===== src/rtl/snoop_responder_if.sv =====
// Snoop responder bus bundle: ACE AC/CR/CD snoop channels plus the local
// cache lookup and state-update ports.
//   slave  : the snoop responder's view (accepts AC, drives CR/CD, issues
//            lookups and updates)
//   master : the interconnect / cache view
interface snoop_responder_if #(
  parameter int unsigned ADDR_WIDTH     = 32,
  parameter int unsigned DATA_WIDTH     = 64,
  parameter int unsigned BYTES_PER_LINE = 32,
  parameter int unsigned INDEX_WIDTH    = 7,
  parameter int unsigned TAG_WIDTH      = ADDR_WIDTH - INDEX_WIDTH - $clog2(BYTES_PER_LINE)
);
  localparam int unsigned LINE_W = BYTES_PER_LINE * 8;

  // AC: snoop request
  logic                   ac_valid;
  logic                   ac_ready;
  logic [ADDR_WIDTH-1:0]  ac_addr;
  logic [3:0]             ac_snoop;
  logic [2:0]             ac_prot;
  // CR: snoop response
  logic                   cr_valid;
  logic                   cr_ready;
  logic [4:0]             cr_resp;
  // CD: snoop data
  logic                   cd_valid;
  logic                   cd_ready;
  logic [DATA_WIDTH-1:0]  cd_data;
  logic                   cd_last;
  // Cache lookup
  logic                   lkp_valid;
  logic [INDEX_WIDTH-1:0] lkp_index;
  logic [TAG_WIDTH-1:0]   lkp_tag;
  logic                   lkp_ack;
  logic                   lkp_hit;
  logic                   lkp_dirty;
  logic                   lkp_unique;
  logic [LINE_W-1:0]      lkp_data;
  // Cache state update
  logic                   upd_valid;
  logic                   upd_op;
  logic [INDEX_WIDTH-1:0] upd_index;
  logic [TAG_WIDTH-1:0]   upd_tag;
  logic                   upd_ack;

  modport slave (
    input  ac_valid, ac_addr, ac_snoop, ac_prot,
    output ac_ready,
    output cr_valid, cr_resp,
    input  cr_ready,
    output cd_valid, cd_data, cd_last,
    input  cd_ready,
    output lkp_valid, lkp_index, lkp_tag,
    input  lkp_ack, lkp_hit, lkp_dirty, lkp_unique, lkp_data,
    output upd_valid, upd_op, upd_index, upd_tag,
    input  upd_ack
  );

  modport master (
    output ac_valid, ac_addr, ac_snoop, ac_prot,
    input  ac_ready,
    input  cr_valid, cr_resp,
    output cr_ready,
    input  cd_valid, cd_data, cd_last,
    output cd_ready,
    input  lkp_valid, lkp_index, lkp_tag,
    output lkp_ack, lkp_hit, lkp_dirty, lkp_unique, lkp_data,
    input  upd_valid, upd_op, upd_index, upd_tag,
    output upd_ack
  );
endinterface


===== src/rtl/snoop_responder.sv =====
// Cache-side ACE snoop responder. Accepts one snoop at a time on AC, looks up
// the local cache, downgrades or invalidates the line, answers on CR and, when
// data is passed, streams the whole line on CD in ascending beat order.
// Supported snoops: ReadClean (4'b0010), ReadUnique (4'b0111); anything else
// gets an all-zero response.
// Ports:
//   clk, reset : clock, asynchronous active-high reset
//   bus        : snoop_responder_if.slave (AC/CR/CD + lookup + update)
module snoop_responder #(
  parameter int unsigned ADDR_WIDTH     = 32,
  parameter int unsigned DATA_WIDTH     = 64,
  parameter int unsigned BYTES_PER_LINE = 32,
  parameter int unsigned INDEX_WIDTH    = 7,
  parameter int unsigned TAG_WIDTH      = ADDR_WIDTH - INDEX_WIDTH - $clog2(BYTES_PER_LINE)
) (
  input logic              clk,
  input logic              reset,
  snoop_responder_if.slave bus
);
  localparam int unsigned OFF    = $clog2(BYTES_PER_LINE);
  localparam int unsigned LINE_W = BYTES_PER_LINE * 8;
  localparam int unsigned BEATS  = LINE_W / DATA_WIDTH;
  localparam int unsigned CNT_W  = (BEATS > 1) ? $clog2(BEATS) : 1;

  localparam logic [3:0] SNP_READ_CLEAN  = 4'b0010;
  localparam logic [3:0] SNP_READ_UNIQUE = 4'b0111;

  typedef enum logic [2:0] {
    S_IDLE,
    S_LOOKUP,
    S_UPDATE,
    S_SEND_CR,
    S_SEND_CD
  } state_e;

  state_e                 state_q;
  logic [INDEX_WIDTH-1:0] index_q;
  logic [TAG_WIDTH-1:0]   tag_q;
  logic [3:0]             snoop_q;
  logic [LINE_W-1:0]      line_q;
  logic [CNT_W-1:0]       cnt_q;
  logic                   ac_ready_q;
  logic                   lkp_valid_q;
  logic                   upd_valid_q;
  logic                   upd_op_q;
  logic                   cr_valid_q;
  logic [4:0]             cr_resp_q;
  logic                   cd_valid_q;
  logic [DATA_WIDTH-1:0]  cd_data_q;
  logic                   cd_last_q;

  logic [CNT_W-1:0]       cnt_d;
  logic [DATA_WIDTH-1:0]  line_beats [BEATS];
  logic                   snoop_ok;
  logic                   snoop_clean;

  // Protection and line-offset bits carry no meaning for a whole-line snoop.
  logic unused_ok;
  assign unused_ok = ^{bus.ac_prot, bus.ac_addr[OFF-1:0]};

  // Beat slicing of the captured line and snoop-type decode.
  always_comb begin
    cnt_d       = cnt_q + CNT_W'(1);
    snoop_clean = (snoop_q == SNP_READ_CLEAN);
    snoop_ok    = snoop_clean || (snoop_q == SNP_READ_UNIQUE);
    for (int unsigned k = 0; k < BEATS; k++) begin
      line_beats[k] = line_q[k*DATA_WIDTH +: DATA_WIDTH];
    end
  end

  // Transaction FSM; every output is a flop updated alongside the state.
  always_ff @(posedge clk or posedge reset) begin
    if (reset) begin
      state_q     <= S_IDLE;
      index_q     <= '0;
      tag_q       <= '0;
      snoop_q     <= '0;
      line_q      <= '0;
      cnt_q       <= '0;
      ac_ready_q  <= 1'b0;
      lkp_valid_q <= 1'b0;
      upd_valid_q <= 1'b0;
      upd_op_q    <= 1'b0;
      cr_valid_q  <= 1'b0;
      cr_resp_q   <= '0;
      cd_valid_q  <= 1'b0;
      cd_data_q   <= '0;
      cd_last_q   <= 1'b0;
    end else begin
      case (state_q)
        S_IDLE: begin
          // ac_ready rises one cycle after reset release and stays up here.
          if (bus.ac_valid && ac_ready_q) begin
            index_q     <= bus.ac_addr[OFF +: INDEX_WIDTH];
            tag_q       <= bus.ac_addr[OFF+INDEX_WIDTH +: TAG_WIDTH];
            snoop_q     <= bus.ac_snoop;
            ac_ready_q  <= 1'b0;
            lkp_valid_q <= 1'b1;
            state_q     <= S_LOOKUP;
          end else begin
            ac_ready_q  <= 1'b1;
          end
        end

        S_LOOKUP: begin
          if (bus.lkp_ack) begin
            lkp_valid_q <= 1'b0;
            line_q      <= bus.lkp_data;
            if (bus.lkp_hit && snoop_ok) begin
              // {WasUnique, IsShared, PassDirty, Error, DataTransfer}
              cr_resp_q   <= {bus.lkp_unique, snoop_clean, bus.lkp_dirty, 1'b0, 1'b1};
              upd_valid_q <= 1'b1;
              upd_op_q    <= ~snoop_clean;
              state_q     <= S_UPDATE;
            end else begin
              cr_resp_q   <= '0;
              cr_valid_q  <= 1'b1;
              state_q     <= S_SEND_CR;
            end
          end
        end

        S_UPDATE: begin
          if (bus.upd_ack) begin
            upd_valid_q <= 1'b0;
            cr_valid_q  <= 1'b1;
            state_q     <= S_SEND_CR;
          end
        end

        S_SEND_CR: begin
          if (bus.cr_ready) begin
            cr_valid_q <= 1'b0;
            if (cr_resp_q[0]) begin
              cnt_q      <= '0;
              cd_valid_q <= 1'b1;
              cd_data_q  <= line_beats[0];
              cd_last_q  <= (BEATS == 1);
              state_q    <= S_SEND_CD;
            end else begin
              ac_ready_q <= 1'b1;
              state_q    <= S_IDLE;
            end
          end
        end

        S_SEND_CD: begin
          if (bus.cd_ready) begin
            if (cd_last_q) begin
              cnt_q      <= '0;
              cd_valid_q <= 1'b0;
              cd_last_q  <= 1'b0;
              ac_ready_q <= 1'b1;
              state_q    <= S_IDLE;
            end else begin
              cnt_q     <= cnt_d;
              cd_data_q <= line_beats[cnt_d];
              cd_last_q <= (cnt_d == CNT_W'(BEATS - 1));
            end
          end
        end

        default: state_q <= S_IDLE;
      endcase
    end
  end

  assign bus.ac_ready  = ac_ready_q;
  assign bus.lkp_valid = lkp_valid_q;
  assign bus.lkp_index = index_q;
  assign bus.lkp_tag   = tag_q;
  assign bus.upd_valid = upd_valid_q;
  assign bus.upd_op    = upd_op_q;
  assign bus.upd_index = index_q;
  assign bus.upd_tag   = tag_q;
  assign bus.cr_valid  = cr_valid_q;
  assign bus.cr_resp   = cr_resp_q;
  assign bus.cd_valid  = cd_valid_q;
  assign bus.cd_data   = cd_data_q;
  assign bus.cd_last   = cd_last_q;
endmodule


===== src/flat_wrapper.sv =====
// flat-port wrapper written by rule: the top's interface ports become plain ports
module snoop_responder_flat 
#(
  parameter int unsigned ADDR_WIDTH     = 32,
  parameter int unsigned DATA_WIDTH     = 64,
  parameter int unsigned BYTES_PER_LINE = 32,
  parameter int unsigned INDEX_WIDTH    = 7,
  parameter int unsigned TAG_WIDTH      = ADDR_WIDTH - INDEX_WIDTH - $clog2(BYTES_PER_LINE)
)
  (clk, reset, bus_ac_valid, bus_ac_addr, bus_ac_snoop, bus_ac_prot, bus_ac_ready, bus_cr_valid, bus_cr_resp, bus_cr_ready, bus_cd_valid, bus_cd_data, bus_cd_last, bus_cd_ready, bus_lkp_valid, bus_lkp_index, bus_lkp_tag, bus_lkp_ack, bus_lkp_hit, bus_lkp_dirty, bus_lkp_unique, bus_lkp_data, bus_upd_valid, bus_upd_op, bus_upd_index, bus_upd_tag, bus_upd_ack);
  snoop_responder_if #(.ADDR_WIDTH(ADDR_WIDTH), .DATA_WIDTH(DATA_WIDTH), .BYTES_PER_LINE(BYTES_PER_LINE), .INDEX_WIDTH(INDEX_WIDTH), .TAG_WIDTH(TAG_WIDTH)) bus_i ();
  input logic clk;
  input logic reset;
  input wire logic [$bits(bus_i.ac_valid)-1:0] bus_ac_valid;
  input wire logic [$bits(bus_i.ac_addr)-1:0] bus_ac_addr;
  input wire logic [$bits(bus_i.ac_snoop)-1:0] bus_ac_snoop;
  input wire logic [$bits(bus_i.ac_prot)-1:0] bus_ac_prot;
  output wire logic [$bits(bus_i.ac_ready)-1:0] bus_ac_ready;
  output wire logic [$bits(bus_i.cr_valid)-1:0] bus_cr_valid;
  output wire logic [$bits(bus_i.cr_resp)-1:0] bus_cr_resp;
  input wire logic [$bits(bus_i.cr_ready)-1:0] bus_cr_ready;
  output wire logic [$bits(bus_i.cd_valid)-1:0] bus_cd_valid;
  output wire logic [$bits(bus_i.cd_data)-1:0] bus_cd_data;
  output wire logic [$bits(bus_i.cd_last)-1:0] bus_cd_last;
  input wire logic [$bits(bus_i.cd_ready)-1:0] bus_cd_ready;
  output wire logic [$bits(bus_i.lkp_valid)-1:0] bus_lkp_valid;
  output wire logic [$bits(bus_i.lkp_index)-1:0] bus_lkp_index;
  output wire logic [$bits(bus_i.lkp_tag)-1:0] bus_lkp_tag;
  input wire logic [$bits(bus_i.lkp_ack)-1:0] bus_lkp_ack;
  input wire logic [$bits(bus_i.lkp_hit)-1:0] bus_lkp_hit;
  input wire logic [$bits(bus_i.lkp_dirty)-1:0] bus_lkp_dirty;
  input wire logic [$bits(bus_i.lkp_unique)-1:0] bus_lkp_unique;
  input wire logic [$bits(bus_i.lkp_data)-1:0] bus_lkp_data;
  output wire logic [$bits(bus_i.upd_valid)-1:0] bus_upd_valid;
  output wire logic [$bits(bus_i.upd_op)-1:0] bus_upd_op;
  output wire logic [$bits(bus_i.upd_index)-1:0] bus_upd_index;
  output wire logic [$bits(bus_i.upd_tag)-1:0] bus_upd_tag;
  input wire logic [$bits(bus_i.upd_ack)-1:0] bus_upd_ack;
  assign bus_i.ac_valid = bus_ac_valid;
  assign bus_i.ac_addr = bus_ac_addr;
  assign bus_i.ac_snoop = bus_ac_snoop;
  assign bus_i.ac_prot = bus_ac_prot;
  assign bus_ac_ready = bus_i.ac_ready;
  assign bus_cr_valid = bus_i.cr_valid;
  assign bus_cr_resp = bus_i.cr_resp;
  assign bus_i.cr_ready = bus_cr_ready;
  assign bus_cd_valid = bus_i.cd_valid;
  assign bus_cd_data = bus_i.cd_data;
  assign bus_cd_last = bus_i.cd_last;
  assign bus_i.cd_ready = bus_cd_ready;
  assign bus_lkp_valid = bus_i.lkp_valid;
  assign bus_lkp_index = bus_i.lkp_index;
  assign bus_lkp_tag = bus_i.lkp_tag;
  assign bus_i.lkp_ack = bus_lkp_ack;
  assign bus_i.lkp_hit = bus_lkp_hit;
  assign bus_i.lkp_dirty = bus_lkp_dirty;
  assign bus_i.lkp_unique = bus_lkp_unique;
  assign bus_i.lkp_data = bus_lkp_data;
  assign bus_upd_valid = bus_i.upd_valid;
  assign bus_upd_op = bus_i.upd_op;
  assign bus_upd_index = bus_i.upd_index;
  assign bus_upd_tag = bus_i.upd_tag;
  assign bus_i.upd_ack = bus_upd_ack;
  snoop_responder #(.ADDR_WIDTH(ADDR_WIDTH), .DATA_WIDTH(DATA_WIDTH), .BYTES_PER_LINE(BYTES_PER_LINE), .INDEX_WIDTH(INDEX_WIDTH), .TAG_WIDTH(TAG_WIDTH)) u_core (.clk(clk), .reset(reset), .bus(bus_i));
endmodule

===== config.mk =====
export PLATFORM = sky130hd
export DESIGN_NAME = snoop_responder_flat
export DESIGN_NICKNAME = d
export VERILOG_FILES = /design/src/rtl/snoop_responder_if.sv /design/src/rtl/snoop_responder.sv /design/src/flat_wrapper.sv
export SDC_FILE = /design/constraint.sdc
export NUM_CORES = 1
export LEC_CHECK = 0
export CORE_MARGIN = 2
export CORE_UTILIZATION = 30
export DETAILED_ROUTE_END_ITERATION = 6
export GPL_TIMING_DRIVEN = 1
export PLACE_DENSITY = 0.66
export SYNTH_ARGS = -nofsm -noshare
export SYNTH_HDL_FRONTEND = slang
export SYNTH_SLANG_ARGS = --single-unit
export TNS_END_PERCENT = 50

===== constraint.sdc =====
create_clock -name clk -period 19.55 [get_ports clk]
set_input_delay 1.955 -clock clk [delete_from_list [all_inputs] [get_ports clk]]
set_output_delay 1.955 -clock clk [all_outputs]
set_load 0.03 [all_outputs]

### Word-level counts from Yosys, hierarchy flattened

Cells that the tools add are included.

| storage, ports and cells | value |
|---|---|
| register bits after elaboration | 368 |
| input port bits | 305 |
| output and inout bits | 130 |

| cells by class | value |
|---|---|
| add/subtract/negate cells | 1 |
| magnitude comparators | 1 |
| eq/ne operators | 18 |
| multiplexer cells | 51 |
| bitwise operators | 2 |
| reductions and logical operators | 20 |

Operator list:

| cell | number |
|---|---|
| 64-bit two-way mux | 6 |
| 64-bit binary-select mux with 2-bit select | 1 |
| 64-bit one-hot mux with 2 select lines | 1 |
| 1-bit two-way mux | 23 |
| 3-bit two-way mux | 7 |
| 5-bit AND reduction | 4 |
| 3-bit one-hot mux with 5 select lines | 1 |
| 2-bit inequality test (second input constant) | 7 |
| 2-bit two-way mux | 4 |
| 2-bit by 1-bit inequality test with 1-bit output (second input constant) | 4 |
| 1-bit one-hot mux with 2 select lines | 4 |
| 4-bit AND reduction | 2 |
| 3-bit by 2-bit == test with 1-bit output (second input constant) | 2 |
| 1-bit one-hot mux with 3 select lines | 2 |
| 3-bit AND reduction | 2 |
| 6-bit AND reduction | 1 |
| 2-bit nonzero test | 3 |
| 3-bit nonzero test | 2 |
| 5-bit two-way mux | 1 |
| 4-bit by 2-bit == test with 1-bit output (second input constant) | 1 |
| 4-bit by 3-bit == test with 1-bit output (second input constant) | 1 |
| 2-bit one-hot mux with 2 select lines | 1 |
| 2-bit AND reduction | 2 |
| 3-bit by 1-bit == test with 1-bit output (second input constant) | 1 |
| 9 further kinds | 10 |

### Logic depth before layout (Yosys ltp)

| logic depth | value |
|---|---|
| depth after elaboration | 8 |
| mapped depth | 10 |
| gate-level depth less buffers | 6 |

### Worst setup path before layout

OpenSTA, ideal clock, no wires.

| timing path | value |
|---|---|
| kind | in2reg |
| start | input bus_cr_ready |
| end | register u_core.cd_data_q[10] (netlist: u_core.bus.cd_data[10]) |
| library setup time | 0.125 ns |
| arrival time | 3.148 ns |
| data required time | 19.425 ns |
| setup slack | 16.277 ns |
| cell stages on the path | 5 |
| buffers on the path | 1 |
| path through | and4b_1 a22oi_4 a21oi_4 buf_6 mux2_4 |

| between the ends | value |
|---|---|
| cells in the longest elaborated chain, start to end | 2 |

Ends and longest elaborated chain:

| item | RTL line | text |
|---|---|---|
| start, declared | flat_wrapper.sv:21 | `input wire logic [$bits(bus_i.cr_ready)-1:0] bus_cr_ready;` |
| 2-bit inequality test (no source line) | -- |  |
| 5-bit AND reduction (no source line) | -- |  |
| end signal, assigned | snoop_responder.sv:137 | `cd_data_q <= line_beats[0];` |
| end signal, assigned | snoop_responder.sv:157 | `cd_data_q <= line_beats[cnt_d];` |
| end, declared | snoop_responder.sv:49 | `logic [DATA_WIDTH-1:0] cd_data_q;` |

No other way between the ends.
A chain may end at the register's enable or synchronous reset.

### Worst setup path after layout

| timing path | value |
|---|---|
| start | input bus_lkp_ack |
| end | register u_core.line_q[48] |

| between the ends | value |
|---|---|
| cells in the longest elaborated chain, start to end | 1 |

Ends and longest elaborated chain:

| item | RTL line | text |
|---|---|---|
| start, declared | flat_wrapper.sv:29 | `input wire logic [$bits(bus_i.lkp_ack)-1:0] bus_lkp_ack;` |
| 2-bit AND reduction (no source line) | -- |  |
| end signal, assigned | snoop_responder.sv:108 | `line_q <= bus.lkp_data;` |
| end, declared | snoop_responder.sv:40 | `logic [LINE_W-1:0] line_q;` |

No other way between the ends.

==> out/metrics.cfg <==
[status]
run_status = finished clean

[routing]
detail-route-antenna-nets = 0
drc_errors = 0
detail_route.wirelength_mm = 43.9
drt_first_pass_iters = 4
post_drt_wl_per_cell_um = 19.9
detail_route.vias_per_cell = 4.80
drt-initial-drc-count = 419
via_count = 10600

[clocking]
cts_root_buf = sky130_fd_sc_hd__clkbuf_16
cts.sinks = 367
path_clk_slew_ps = 60
buffers_from_clock_root_to_sink_at_most = 3
ctsHtreeMaxLevel = 2
insertion_delay_ps = 550
postCtsResizedCells = 0
tritoncts = done
post_cts.repair.setup_buffers = 0
numCtsBuffers = 42
ctsHoldBuffers = 0

[synth]
synthesis.area_per_instance_um2 = 14.4
netlist_area_um2 = 16000
yosys_warnings = 0
synth_edf_count = 0
synthesis.instances = 1106
ys_ff_latch = 367
ys.flop_type = sky130_fd_sc_hd__dfrtp_1
synthTopCellsByArea = sky130_fd_sc_hd__dfrtp_1, sky130_fd_sc_hd__mux2_2, sky130_fd_sc_hd__mux2i_1, sky130_fd_sc_hd__a221o_1, sky130_fd_sc_hd__mux2_4
synth.distinct_cells = 51
synth_async_sr_flop_share_pct = 100
synth_area_leader_cell = sky130_fd_sc_hd__dfrtp_1
mappedNetlistNets = 1412
synth.yosys.seq_area_share_pct = 57.5
netlist.area_leader.share_pct = 57.5

[die]
dieWidth_um = 235
initial_core_util_pct = 30.4
design.die.area_um2 = 55100
boundaryPins = 435
fp-row-count = 84
core_area_um2 = 52600
chipHeight_um = 235

[worst_setup_path]
timing.setup.critical_path_class = primary input to register
worst_r2r_start = u_core.cnt_q[0]
worst-endpoint-arrival_ps = 5310
cpMaxStageDelayCell = sky130_fd_sc_hd__buf_4
critical_path.startpoint = bus_lkp_ack
path_cells = clkdlybuf4s50_1 -> nand3_4 -> buf_4 -> buf_4 -> mux2_2
crit_family = buffers and inverters
worst_path_largest_cell_delay_ps = 890
critPathMostFrequentCell = sky130_fd_sc_hd__buf_4
cp-end-kind = register
critPathRequiredTime_ps = 19980
critPathBufInv = 3
worstPathMaxFanout = 74
setup.worst_path.start_class = primary input

[timing]
fin_crit_ps = 4880
setup_repair_after_global_routing_missed_its_margin = no
tightest_slew_ps = 1070
max_freq_mhz = 205
hold_ws_ps = 486
postLayoutSetupSlackWorst_ps = 14670
slew_violations = 0
worst_slew_margin_rel_pct = 28.5
final-setup-viol-count = 0
final.setup_skew_ps = 14.2
period_share_pct = 24.9
hold_violations = 0
tns_ps = 0

[global_route]
grt_antenna_before_repair = 8
most_used_routing_layer = met2
grtUsageMet1_pct = 19.5
grt_max_degree = 103
grt_pass1_vias = 11500
met3_track_utilization_from_global_routing_pct = 5.62
track_usage_pct = 15.8
grt_pass1_wl_mm = 68.4
global_route.usage.met2_pct = 25.9
grt_overflow = 0

[placed_design]
place.port_buffers = 425
detailed_place_hpwl_mm = 29.2
placed_cells_incl_taps = 2128
gp_congestion = 0.781
place_ws_ps = 14070

[job]
drv.max_cap_violation_count = 0

[hold_path]
min_from = u_core.bus.cr_resp[3]
timing.hold.worst.class = register to register

[pwr]
totalPowerFinal_mw = 3.36
sequentialPowerShare_pct = 39.3
peakVddDrop_v = 0.0000803
static-leakage-power_nw = 9.66
comb_power_share_pct = 36.7
cellInternalPower_mw = 2.29
switching_power_mw = 1.07
power_frac_clock_pct = 24.1
power.density_nw_per_um2 = 152
switching_share_pct = 31.9

[layout]
share_of_cells_above_drive_strength_1_pct = 28.4
stdcell_count = 2204
area.growth.synth_to_final_pct = 38.1
fin_nets = 1790

[kinds of logic (layout without fill, tap and decap cells)]
| kind of cell | count (synthesis) | after routing | synth area share (%) |
|---|---|---|---|
| fa+ha+maj | 1 | 1 | 0.0784 |
| flops | 367 | 367 | 57.5 |
| compound gates | 89 | 89 | 5.24 |
| xor+xnor | 1 | 1 | 0.0549 |
| other cells | 1 | 2 | 0.0235 |
| mux | 415 | 415 | 29.5 |
| simple gates | 124 | 124 | 3.69 |
| buf+inv | 108 | 517 | 3.90 |
[area by class of cell]
type	instances	area [µm²]
Fill cell	4880	30500
Sequential cell	367	9180
Multi-Input combinational cell	631	6190
Timing Repair Buffer	437	4340
Clock buffer	62	1280
Tap cell	688	861
Clock inverter	13	148
Inverter	5	26.3
Antenna cell	1	2.50
[worst paths after layout]
path	endpoint	slack (ps)	cells after the start
worst max-delay path	u_core.line_q[48]	14670	5
worst min-delay path	u_core.bus.cr_resp[3]	490	2
worst max register to register	u_core.bus.cd_data[0]	15570	7
worst min register to register	u_core.bus.cr_resp[3]	490	2
max in group asynchronous	u_core.bus.lkp_tag[2]	15450	4
min in group asynchronous	u_core.line_q[29]	1930	2
[registers in the layout, summed over array words and instances (netlist names)]
register	count
u_core.bus.ac_ready	1
u_core.bus.cd_data	64
u_core.bus.cd_last	1
u_core.bus.cd_valid	1
u_core.bus.cr_resp	4
u_core.bus.cr_valid	1
u_core.bus.lkp_index	7
u_core.bus.lkp_tag	20
u_core.bus.lkp_valid	1
u_core.bus.upd_op	1
u_core.bus.upd_valid	1
u_core.cnt_q	2
u_core.line_q	256
u_core.snoop_q	4
u_core.state_q	3
[tightest hold or removal path, cell delays in order, from the launching register on]
cell and delay [ps]:
sky130_fd_sc_hd__dfrtp_1 350, sky130_fd_sc_hd__nand2_1 50, sky130_fd_sc_hd__nand2_1 50
[metrics by stage]
step	utilization, %	cell area (µm²)
floorplan	-	16000
global placement	39.2	20600
detailed placement	39.2	20600
CTS	41.9	22000
global route	41.9	22000
finish	41.9	22000
[layout by cell type, fill, tap and decap left out, types with 13 or more instances in the layout]
| master | Yosys | routed |
|---|---|---|
| sky130_fd_sc_hd__clkdlybuf4s50_1 | 0 | 425 |
| sky130_fd_sc_hd__dfrtp_1 | 367 | 367 |
| sky130_fd_sc_hd__mux2_2 | 312 | 312 |
| sky130_fd_sc_hd__mux2i_1 | 64 | 64 |
| sky130_fd_sc_hd__nor2_1 | 57 | 57 |
| sky130_fd_sc_hd__a221o_1 | 53 | 53 |
| sky130_fd_sc_hd__clkbuf_16 | 0 | 45 |
| sky130_fd_sc_hd__nand3_1 | 34 | 33 |
| sky130_fd_sc_hd__mux2_4 | 30 | 30 |
| sky130_fd_sc_hd__nand2_1 | 13 | 13 |
[power by group through the flow]
| stage | sequential [mW] | combinational (mW) | clock, mW |
|---|---|---|---|
| 6_report | 1.32 | 1.23 | 0.809 |
| 5_1_grt | 1.36 | 1.32 | 0.863 |
| 4_1_cts | 1.32 | 1.25 | 0.836 |
| 3_5_place_dp | 1.33 | 1.25 | 0 |
| 3_3_place_gp | 1.31 | 1.22 | 0 |
| 2_1_floorplan | 1.40 | 0.770 | 0 |
[cell usage after synthesis, types with 2 or more instances]
cell,number
sky130_fd_sc_hd__clkbuf_1,41
sky130_fd_sc_hd__nor2b_1,3
sky130_fd_sc_hd__a22o_1,2
sky130_fd_sc_hd__mux2_2,312
sky130_fd_sc_hd__inv_1,5
sky130_fd_sc_hd__mux2_1,9
sky130_fd_sc_hd__a221o_1,53
sky130_fd_sc_hd__buf_6,11
sky130_fd_sc_hd__mux2_4,30
sky130_fd_sc_hd__nor3_1,3
sky130_fd_sc_hd__nand2b_1,3
sky130_fd_sc_hd__nand2_1,13
sky130_fd_sc_hd__buf_2,20
sky130_fd_sc_hd__o21ai_0,2
sky130_fd_sc_hd__nand3_1,34
sky130_fd_sc_hd__a2bb2oi_1,11
sky130_fd_sc_hd__o22ai_1,2
sky130_fd_sc_hd__a21o_1,4
sky130_fd_sc_hd__dfrtp_1,367
sky130_fd_sc_hd__o21a_1,2
sky130_fd_sc_hd__mux2i_1,64
sky130_fd_sc_hd__a21oi_1,2
sky130_fd_sc_hd__nor2_1,57
sky130_fd_sc_hd__buf_4,29
[metal layers]
layer / up-vias / wire, µm
met5: - / 77
met4: 12 / 1080
met3: 79 / 3760
met2: 335 / 21000
met1: 5397 / 18000
li1: 4752 / -
No activity file was read; power rests on OpenSTA's default activity.
